File: config.mk
export PLATFORM = sky130hd
export DESIGN_NAME = usb_rx_bit_timer
export DESIGN_NICKNAME = d
export VERILOG_FILES = /design/src/rtl/usb_rx_bit_timer_pkg.sv /design/src/rtl/usb_rx_bit_timer_phase_counter.sv /design/src/rtl/usb_rx_bit_timer.sv
export SDC_FILE = /design/constraint.sdc
export NUM_CORES = 1
export LEC_CHECK = 0
export CELL_PAD_IN_SITES_DETAIL_PLACEMENT = 2
export CELL_PAD_IN_SITES_GLOBAL_PLACEMENT = 2
export CORE_MARGIN = 3
export CORE_UTILIZATION = 32
export CTS_CLUSTER_SIZE = 30
export DETAILED_ROUTE_END_ITERATION = 10
export PLACE_DENSITY_LB_ADDON = 0.1
export SKIP_LAST_GASP = 1
export SLEW_MARGIN = 20
export SYNTH_ARGS = -nofsm -noshare
export SYNTH_HDL_FRONTEND = slang
export SYNTH_SLANG_ARGS = --single-unit
File: constraint.sdc
create_clock -name clk -period 4.2 [get_ports clk]
set_input_delay 0.84 -clock clk [delete_from_list [all_inputs] [get_ports clk]]
set_output_delay 0.84 -clock clk [all_outputs]
set_load 0.005 [all_outputs]
File: src/rtl/usb_rx_bit_timer_pkg.sv
// Shared types and default timing constants for the USB full-speed RX path.
// Used by the bit timer, RX shift register and RX control FSM.
package usb_rx_pkg;

  typedef enum logic [1:0] {
    IDLE,
    SYNC,
    RUN
  } rx_timer_state_t;

  localparam int CLKS_PER_BIT_DEF = 8;
  localparam int SAMPLE_PHASE_DEF = 3;
  localparam int MAX_NOEDGE_DEF   = 7;

endpackage

File: src/rtl/usb_rx_bit_timer_phase_counter.sv
// Bit-phase counter: loadable, wraps at CLKS_PER_BIT-1.
// Load has priority over the count enable.
module rx_phase_counter #(
  parameter int  CLKS_PER_BIT = 8,
  localparam int PHASE_W      = $clog2(CLKS_PER_BIT)
) (
  input  logic               clk,
  input  logic               rst,
  input  logic               load,
  input  logic [PHASE_W-1:0] load_val,
  input  logic               en,
  output logic [PHASE_W-1:0] phase
);

  localparam logic [PHASE_W-1:0] LAST =
    PHASE_W'(CLKS_PER_BIT - 1);

  always_ff @(posedge clk) begin
    if (rst) begin
      phase <= '0;
    end else if (load) begin
      phase <= load_val;
    end else if (en) begin
      if (phase == LAST) begin
        phase <= '0;
      end else begin
        phase <= phase + 1'b1;
      end
    end
  end

endmodule

File: src/rtl/usb_rx_bit_timer.sv
// RX bit timer: NRZI edge phase recovery, mid-bit sample strobe,
// data-bit counting with stuffed-bit skip and loss-of-sync detection.
module usb_rx_bit_timer
  import usb_rx_pkg::*;
#(
  parameter int  CLKS_PER_BIT = CLKS_PER_BIT_DEF,
  parameter int  SAMPLE_PHASE = SAMPLE_PHASE_DEF,
  parameter int  MAX_NOEDGE   = MAX_NOEDGE_DEF,
  localparam int PHASE_W      = $clog2(CLKS_PER_BIT)
) (
  input  logic               clk,
  input  logic               rst,
  input  logic               enable,
  input  logic               clear,
  input  logic               d_edge,
  input  logic               stuff_bit,
  output logic               rx_sample,
  output logic [2:0]         bit_count,
  output logic               byte_done,
  output logic               sync_err,
  output logic [PHASE_W-1:0] bit_phase
);

  localparam int NE_RAW = $clog2(MAX_NOEDGE + 1);
  localparam int NE_W   = (NE_RAW < 3) ? 3 : NE_RAW;
  localparam logic [NE_W-1:0] NE_LAST =
    NE_W'(MAX_NOEDGE - 1);
  localparam logic [PHASE_W-1:0] SMP =
    PHASE_W'(SAMPLE_PHASE);

  rx_timer_state_t    state;
  rx_timer_state_t    state_nxt;
  logic [NE_W-1:0]    noedge;
  logic               lost;
  logic               flush;
  logic               err_set;
  logic               ph_load;
  logic [PHASE_W-1:0] ph_val;
  logic               ph_en;

  assign rx_sample = (state == RUN) && (bit_phase == SMP);
  assign lost      = rx_sample && (noedge == NE_LAST) && !d_edge;

  always_ff @(posedge clk) begin
    if (rst) begin
      state <= IDLE;
    end else begin
      state <= state_nxt;
    end
  end

  always_comb begin
    state_nxt = state;
    flush     = 1'b0;
    err_set   = 1'b0;
    ph_load   = 1'b0;
    ph_val    = '0;
    ph_en     = 1'b0;
    if (!enable) begin
      state_nxt = IDLE;
      flush     = 1'b1;
    end else if (clear) begin
      state_nxt = SYNC;
      flush     = 1'b1;
    end else if (lost) begin
      state_nxt = SYNC;
      flush     = 1'b1;
      err_set   = 1'b1;
    end else begin
      unique case (state)
        IDLE: begin
          state_nxt = SYNC;
          ph_load   = 1'b1;
        end
        SYNC: begin
          ph_load = 1'b1;
          if (d_edge) begin
            state_nxt = RUN;
            ph_val    = PHASE_W'(1);
          end
        end
        RUN: begin
          if (d_edge) begin
            ph_load = 1'b1;
            ph_val  = PHASE_W'(1);
          end else begin
            ph_en = 1'b1;
          end
        end
        default: begin
          state_nxt = IDLE;
          ph_load   = 1'b1;
        end
      endcase
    end
    if (flush) begin
      ph_load = 1'b1;
      ph_val  = '0;
    end
  end

  rx_phase_counter #(
    .CLKS_PER_BIT(CLKS_PER_BIT)
  ) u_phase (
    .clk     (clk),
    .rst     (rst),
    .load    (ph_load),
    .load_val(ph_val),
    .en      (ph_en),
    .phase   (bit_phase)
  );

  always_ff @(posedge clk) begin
    if (rst) begin
      bit_count <= '0;
      noedge    <= '0;
      byte_done <= 1'b0;
      sync_err  <= 1'b0;
    end else begin
      byte_done <= 1'b0;
      sync_err  <= err_set;
      if (flush) begin
        bit_count <= '0;
        noedge    <= '0;
      end else begin
        if (rx_sample && !stuff_bit) begin
          bit_count <= bit_count + 3'd1;
          byte_done <= (bit_count == 3'd7);
        end
        if (d_edge) begin
          noedge <= '0;
        end else if (rx_sample) begin
          noedge <= noedge + 1'b1;
        end
      end
    end
  end

endmodule

==> results.toml <==
[run_status]
run_status = "complete, no violations"

[routing]
vias = 526
first_pass_iters = 2
drc = 0
route.detailed.wl_per_inst_um = 13.5
drtIter0Drc = 3
antenna_left = 0
via_per_inst = 4.78
routed_wl_um = 1480

[placement]
port_buffers = 14
placed_area_um2 = 842
routabilityCongestion = 0.643
dpl.hpwl_um = 1120
dpl.cell_count = 106

[floorplan]
die_x_um = 52.2
die_y_um = 52.2
initial_core_util = 0.345
rows = 16
core-area_um2 = 1980
io_pins = 15
dieArea_um2 = 2730

[cells_and_area]
final_common_cell = "clkdlybuf4s50_1"
drive_above_1_share = 0.120
layout.nets = 101
design_area_um2 = 868
area_growth_pct = 27.1
post-route-util = 0.438
fillerInstances = 224
final_cell_count_no_fill = 110
diodes = 0
multi_input_area_um2 = 389
regArea_um2 = 260
layout_common_cells = "clkdlybuf4s50_1, dfxtp_1, ha_1"

[sta]
fmax_ghz = 0.380
setup_viol_count_final = 0
maxSlewViolCount = 0
rsz0062_at_grt = "no"
period_share = 0.627
fin_skew_ns = 0.00232
worst-slew-pin-transition_ns = 0.285
timing.slew.headroom = 0.810
hold_violations = 0
tns_ns = 0
fin_crit_ns = 2.63

[grt]
gr-total-overflow = 0
grt.total_usage = 0.137
grt_pass1_wl_um = 2700
grt_pass1_vias = 625
grt_antenna_before_repair = 0
grt_max_degree = 11

[cts]
clkSlewWorstSetupHoldPaths_ns = 0.08
cts_tree = "built"
cts_buffers = 3
clock_path_buffers = 2
postCtsHoldBufs = 0
clock_sinks = 13
post_cts_buffers = 0
clk_latency_ns = 0.28
htree_levels = 1
root_buffer = "clkbuf_4"
cts_resized = 0

[logic_synthesis]
synth_cell_type_count = 27
syn_area_um2 = 683
ys_warn_count = 0
synth-seq-cells = 13
synth-seq-area-share = 0.381
syn_area_per_cell_um2 = 10.2
netlist_instances = 67
synth_nets = 84

[setup_path]
cp-start-kind = "flop"
cpPeakStageDelay_ns = 0.51
critPathSlowestCell = "clkdlybuf4s50_1"
r2r_cells = 5
worstPathArrival_ns = 1.79
worst-path-buf-inv = 2
r2r_end = "noedge[1]"
path_max_fanout = 10
cp_num_cells = 4
r2r_start = "u_phase.phase[0]"
crit_chain = "inv_1, ha_1, and2_2, clkdlybuf4s50_1"
end_kind = "output port"
critPathKind = "reg -> out"
cp_top_family = "buffers and inverters"
r2r_slack_ns = 2.48
required_ns = 3.36

[worst_hold_path]
holdPathStages = 2
min_from = "state[1]"
min_path_type = "reg -> reg"
holdPathEnd = "state[1]"

[power_and_ir_drop]
peakVddDrop_uv = 125
power.total_mw = 0.218
powerDensity_nw_per_um2 = 251
p_leak_nw = 0.339

[run]
cap_violations = 0
==> worst max path at each step <==
stage,from,to,slack (ns)
6_report,state[0],rx_sample,1.57
5_1_grt,state[0],rx_sample,1.44
4_1_cts,state[0],rx_sample,1.55
3_5_place_dp,state[0],rx_sample,1.86
3_3_place_gp,state[0],rx_sample,1.88
2_1_floorplan,state[0],rx_sample,2.32
==> worst register-to-register path: stages, from the launching register on <==
cell      delay [ns]
dfxtp_1         0.33
ha_1            0.22
ha_1            0.23
and3_4          0.20
a2111o_1        0.47
a211oi_2        0.20
==> synthesized netlist by cell type (all sizes together) <==
master,count,share of area
buf,1,0.016
a2111o,1,0.016
a31oi,1,0.0092
nor4b,2,0.035
and2,1,0.011
nor2b,2,0.018
inv,5,0.027
dfxtp,13,0.38
mux2i,2,0.029
nand2,1,0.0055
ha,11,0.20
nand2b,2,0.018
or3,1,0.0092
nor3,2,0.015
and3,1,0.016
a211oi,1,0.018
a211o,1,0.015
a21oi,3,0.022
nand3,1,0.0073
xor2,2,0.026
or3b,2,0.026
o21ai,2,0.015
nand3b,1,0.011
clkbuf,1,0.0055
xnor2,1,0.013
nor2,6,0.033
==> sequential cells by signal, summed over array words and instances, names as in the netlist <==
register,count
u_phase.phase,3
sync_err,1
state,2
bit_count,3
noedge,3
byte_done,1
==> cells by family after synthesis <==
family | after synthesis | synth area share
compound gates | 9 | 0.0952
buf+inv | 7 | 0.0494
fa+ha+maj | 11 | 0.201
xor+xnor | 3 | 0.0385
flops | 13 | 0.381
mux | 2 | 0.0293
simple gates | 22 | 0.205
==> routing by layer <==
layer / vias to the layer above / GRT usage / wire length (µm)
met4: 0 / 0.0766 / 41
li1: 260 / - / -
met5: - / 0 / 0
met3: 5 / 0.0370 / 89
met1: 248 / 0.169 / 701
met2: 13 / 0.213 / 648
==> through the flow <==
| step | setup WS, ns | hold WS, ns |
|---|---|---|
| CTS | 1.55 | 0.516 |
| global route | 1.44 | 0.563 |
| global placement | 1.88 | 0.502 |
| floorplan | 2.32 | 0.470 |
| detailed placement | 1.86 | 0.504 |
| finish | 1.57 | 0.507 |
==> cell type report <==
class	count	share of cell area
sequential	13	0.300
clock buffer	4	0.0303
inverter	5	0.0216
timing repair buffer	14	0.161
multi-input combinational	47	0.448
tap	27	0.0389
==> power breakdown <==
| group | internal, mW | switching [mW] | total (mW) |
|---|---|---|---|
| registers | 0.124 | 0.000783 | 0.125 |
| logic | 0.00854 | 0.00639 | 0.0149 |
| clock network | 0.0368 | 0.0413 | 0.0782 |
| total | 0.169 | 0.0485 | 0.218 |
(Power assumes the default switching activity.)
